File: src/rtl/cordic_vectoring_clocked.sv
// Iterative vectoring-mode CORDIC: converts a Cartesian vector (x, y) into
// atan2(y, x) as a 32-bit binary angle plus its gain-compensated magnitude.
module cordic_vectoring_clocked #(
  parameter int ITERATIONS = 30,
  parameter int GUARD      = 8
) (
  input  logic        clk,
  input  logic        rst,
  input  logic        start,
  input  logic [31:0] x_in,
  input  logic [31:0] y_in,
  output logic [31:0] angle_out,
  output logic [31:0] mag_out,
  output logic        busy,
  output logic        done
);

  localparam int          W         = 34 + GUARD;
  localparam int          WP1       = W + 1;
  localparam int          PW        = W + 32;
  localparam int          RSH       = (GUARD > 0) ? GUARD - 1 : 0;
  localparam logic [W:0]  MAG_ROUND = (GUARD > 0) ? (WP1'(1) << RSH) : '0;
  localparam logic [31:0] INV_K     = 32'h9B74EDA8;
  localparam logic [4:0]  LAST      = 5'(ITERATIONS - 1);

  typedef enum logic [1:0] {IDLE, ITER, SCALE} state_t;

  state_t              state, state_next;
  logic signed [W-1:0] x, y;
  logic signed [W-1:0] x_load, y_load, x_shift, y_shift;
  logic signed [33:0]  x_ext, y_ext;
  logic [31:0]         z, z_load;
  logic [4:0]          count;
  logic                zero_vec;
  logic [PW-1:0]       prod;
  logic [W-1:0]        mag_q;
  logic [W:0]          mag_r;
  logic [31:0]         mag_sat;

  function automatic logic [31:0] atan_lut(input logic [4:0] i);
    case (i)
      5'd0:  return 32'h20000000;
      5'd1:  return 32'h12E4051E;
      5'd2:  return 32'h09FB385B;
      5'd3:  return 32'h051111D4;
      5'd4:  return 32'h028B0D43;
      5'd5:  return 32'h0145D7E1;
      5'd6:  return 32'h00A2F61E;
      5'd7:  return 32'h00517C55;
      5'd8:  return 32'h0028BE53;
      5'd9:  return 32'h00145F2F;
      5'd10: return 32'h000A2F98;
      5'd11: return 32'h000517CC;
      5'd12: return 32'h00028BE6;
      5'd13: return 32'h000145F3;
      5'd14: return 32'h0000A2FA;
      5'd15: return 32'h0000517D;
      5'd16: return 32'h000028BE;
      5'd17: return 32'h0000145F;
      5'd18: return 32'h00000A30;
      5'd19: return 32'h00000518;
      5'd20: return 32'h0000028C;
      5'd21: return 32'h00000146;
      5'd22: return 32'h000000A3;
      5'd23: return 32'h00000051;
      5'd24: return 32'h00000029;
      5'd25: return 32'h00000014;
      5'd26: return 32'h0000000A;
      5'd27: return 32'h00000005;
      5'd28: return 32'h00000003;
      5'd29: return 32'h00000001;
      5'd30: return 32'h00000001;
      default: return 32'h00000000;
    endcase
  endfunction

  // Left-half-plane inputs are rotated by pi first so the iterations only
  // ever need to cover +/- pi/2; negation happens at 34 bits so -2^31 is exact.
  always_comb begin
    x_ext = {{2{x_in[31]}}, x_in};
    y_ext = {{2{y_in[31]}}, y_in};
    if (x_in[31]) begin
      x_load = W'(-x_ext) <<< GUARD;
      y_load = W'(-y_ext) <<< GUARD;
      z_load = 32'h80000000;
    end else begin
      x_load = W'(x_ext) <<< GUARD;
      y_load = W'(y_ext) <<< GUARD;
      z_load = 32'h00000000;
    end
    x_shift = x >>> count;
    y_shift = y >>> count;
    prod    = PW'($unsigned(x)) * PW'(INV_K) + (PW'(1) << 31);
    mag_q   = W'(prod >> 32);
    mag_r   = ({1'b0, mag_q} + MAG_ROUND) >> GUARD;
    mag_sat = (|mag_r[W:32]) ? 32'hFFFFFFFF : mag_r[31:0];
  end

  always_comb begin
    state_next = state;
    case (state)
      IDLE:    if (start) state_next = ITER;
      ITER:    if (count == LAST) state_next = SCALE;
      SCALE:   state_next = IDLE;
      default: state_next = IDLE;
    endcase
  end

  always_ff @(posedge clk) begin
    if (rst) state <= IDLE;
    else     state <= state_next;
  end

  // The zero vector is flagged at load because the iterations would otherwise
  // accumulate the full atan table into z.
  always_ff @(posedge clk) begin
    if (rst) begin
      x         <= '0;
      y         <= '0;
      z         <= '0;
      count     <= '0;
      zero_vec  <= 1'b0;
      angle_out <= '0;
      mag_out   <= '0;
      busy      <= 1'b0;
      done      <= 1'b0;
    end else begin
      done <= 1'b0;
      case (state)
        IDLE: begin
          if (start) begin
            x        <= x_load;
            y        <= y_load;
            z        <= z_load;
            count    <= '0;
            zero_vec <= (x_in == 32'd0) && (y_in == 32'd0);
            busy     <= 1'b1;
          end
        end
        ITER: begin
          if (!y[W-1]) begin
            x <= x + y_shift;
            y <= y - x_shift;
            z <= z + atan_lut(count);
          end else begin
            x <= x - y_shift;
            y <= y + x_shift;
            z <= z - atan_lut(count);
          end
          count <= count + 5'd1;
        end
        SCALE: begin
          angle_out <= zero_vec ? 32'd0 : z;
          mag_out   <= mag_sat;
          done      <= 1'b1;
          busy      <= 1'b0;
        end
        default: ;
      endcase
    end
  end

endmodule

File: config.mk
export PLATFORM = sky130hd
export DESIGN_NAME = cordic_vectoring_clocked
export DESIGN_NICKNAME = d
export VERILOG_FILES = /design/src/rtl/cordic_vectoring_clocked.sv
export SDC_FILE = /design/constraint.sdc
export NUM_CORES = 2
export LEC_CHECK = 0
export CORE_MARGIN = 3
export CORE_UTILIZATION = 65
export DETAILED_ROUTE_END_ITERATION = 8
export PLACE_DENSITY = 0.83
export SYNTH_ARGS = -nofsm -noshare
export SYNTH_HDL_FRONTEND = slang
export SYNTH_SLANG_ARGS = --single-unit
File: constraint.sdc
create_clock -name clk -period 10.94 [get_ports clk]
set_input_delay 1.094 -clock clk [delete_from_list [all_inputs] [get_ports clk]]
set_output_delay 1.094 -clock clk [all_outputs]
set_load 0.01 [all_outputs]
==> results by group <==
Worst hold path
  – HP Class: flip-flop to flip-flop

Clocking
  – Setup Buffers After CTS: 0
  – Clock root cell: clkbuf_16
  – CTS tree: built
  – CTS sink cnt: 220
  – Clock transition at the registers of the reported paths: 60 ps
  – TritonCTS Buffers: 28
  – Clock Latency Late Sink: 610 ps
  – Max Root-Sink Buffers: 3
  – Depth of the CTS H-tree: 1

Global route
  – Gr usage total: 36.5%
  – First-pass GRT wire length: 224 mm
  – Vias in the first global route: 40.6k
  – Routing usage on met3: 8.36%
  – Met2 usage: 57.1%
  – GR peak layer: met2
  – Met1 Use GR: 51.0%
  – Initial antenna violation count: 3
  – Largest net degree at the start of global routing: 74
  – Gr ovfl total: 0

Setup path
  – CP Buf/Inv Count: 7
  – Crit path arrival time: 11,050 ps
  – CP Launch Point: x[8]
  – End of the worst register-to-register path: mag_out[8]
  – Slowest-stage cell, CP: fa_1
  – CP max stage delay: 580 ps
  – CP Launch Type: flip-flop
  – FF-to-FF setup slack: 320 ps
  – Most used cell, CP: fa_1
  – R2r worst-path depth: 31
  – CP Capture Point: mag_out[8]
  – Number of stages on the worst setup path: 31
  – Top delay family on crit path: adder cells
  – Critical Path End Type: flip-flop
  – Max FO, Critical Path: 32
  – Reg-to-reg critical path startpoint: x[8]
  – Critical path class: flip-flop to flip-flop
  – Worst path required time: 11,380 ps

Cells and area
  – Fillers: 5,476
  – Share of cells above drive strength 1: 6.65%
  – Net count reported at finish: 6,664
  – Synthesis-to-finish area growth: 6.97%
  – Util after Layout: 70.8%

Yosys
  – Number of synthesized flops with an enable pin: 0
  – Post-synthesis cell type count: 100
  – Post-synthesis sequential area ratio: 9.23%
  – Syn_area_per_cell: 8.85 um2
  – Synth warn: 0
  – Post-synthesis net count: 6,622
  – Async set-reset flop share out of synthesis: 0%
  – Yosys reg bits: 220
  – Main flop type after synthesis: dfxtp_1
  – Post-Synthesis Cells: 5,393
  – Synthesized area: 47,700 um2

Route
  – Detailed Route Iter0 Violations: 4,117
  – Wirelength per Cell: 22.1 um
  – Initial DRT Pass Iterations: 6
  – Routed WL: 141 mm
  – Vias per Instance: 6.36
  – Via Count: 40.7k
  – Final ANT Viol Nets: 0
  – Drt drc: 0

STA
  – Final Hold Viols: 0
  – Max_slew headroom: 18.8%
  – Tcrit/Tclk final: 97.0%
  – Slew Limit Fails: 0
  – Unrepaired setup endpoints after global routing: false
  – Shortest period the worst path allows: 10,620 ps
  – # setup viols final: 0
  – FMAX: 94.2 MHz
  – Worst Tran Pin Value: 1210 ps
  – Final worst clock skew: 26.6 ps
  – Total negative setup slack: 0 ps

Placement
  – HPWL after detailed placement: 117 mm
  – RePlAce Congestion: 1.02
  – Buffers on Ports: 132

Die
  – Core Area: 72,100 um2
  – # rows: 98
  – Die ar.: 76,700 um2
  – Die Span Y: 277 um
  – Die width: 277 um
  – Num ports: 133
  – Initial Util: 66.2%

Status
  – Outcome: finished clean

Job
  – Number of max-cap violations: 0
[synthesized netlist by cell type (54+ instances only)]
library cell	n	area, um2
inv_1	1009	3790
clkbuf_1	127	477
o21ai_0	188	941
nor2_1	425	1600
xor2_1	101	885
mux2i_1	54	541
a21o_1	65	488
nor3_1	92	460
dfxtp_1	220	4400
xnor2_1	203	1780
nand2_1	265	995
ha_1	542	6780
mux4_2	127	2860
nand3_1	67	335
fa_1	620	12400
a21oi_1	287	1440
[area by class of cell]
type	instances	area [um2]	share of cell area [%]
Antenna cell	2	5.00	0.00980
Clock buffer	39	833	1.63
Clock inverter	13	190	0.373
Inverter	1011	3800	7.44
Multi-Input combinational cell	3969	38700	75.9
Sequential cell	220	4430	8.67
Tap cell	950	1190	2.33
Timing Repair Buffer	205	1870	3.65
[worst min path at each step]
stage	from	end	cells past startpoint
floorplan	z[3]	z[3]	2
global placement	angle_out[1]	angle_out[1]	2
detailed placement	angle_out[1]	angle_out[1]	2
CTS	angle_out[1]	angle_out[1]	2
global route	angle_out[1]	angle_out[1]	2
finish	angle_out[1]	angle_out[1]	2
[tightest hold or removal path, stage by stage (launching register included)]
cell,delay (ps)
dfxtp_1,310
nand2_1,50
a21oi_1,50
[layer usage]
layer	share of wire, %	up-vias
met2	45	2010
met4	3.5	2
met3	10	348
met5	0.028	-
li1	-	18400
met1	41	20000
[per-stage QoR]
step	area [um2]	std cells	setup slack (ps)	hold slack, ps
after floorplan	47700	5393	1540	449
after global placement	50000	6355	480	440
after detailed placement	50000	6355	297	454
after CTS	51000	6407	276	463
after global routing	51000	6407	23.5	491
final	51000	6409	323	463
[timing repair]
| item | in CTS | in global routing |
|---|---|---|
| hold buffers | 0 | 0 |
| setup endpoints to repair | 0 | 32 |
| gates resized for setup | 0 | 5 |
[layout by cell type (no fill, tap or decap), drive strengths merged, types with 32 or more instances in the layout]
master         instances
and2                  37
a21o                  65
ha                   542
a211oi                58
xnor2                204
a31oi                 45
buf                   75
clkdlybuf4s50        130
xor2                 102
nand2                265
nor2                 425
inv                 1014
fa                   620
o21a                  52
nand2b                46
a2111oi               54
o21ai                206
nand3                 68
clkbuf                39
and3                  36
a22oi                 39
o31ai                 32
dfxtp                220
o211ai                33
a21oi                293
nor3                  92
mux4                 127
nand4                 50
mux2i                 54
[logic make-up after synthesis]
family          Yosys count  synth area share [%]
simple gates           1219                  12.5
compound gates         1073                  14.9
mux                     208                  7.76
flops                   220                  9.23
buf+inv                1204                  9.68
xor+xnor                307                  5.72
fa+ha+maj              1162                  40.2
Power is not shown: default switching activity piles up to over one toggle a cycle in this logic, so the estimate is an artifact.
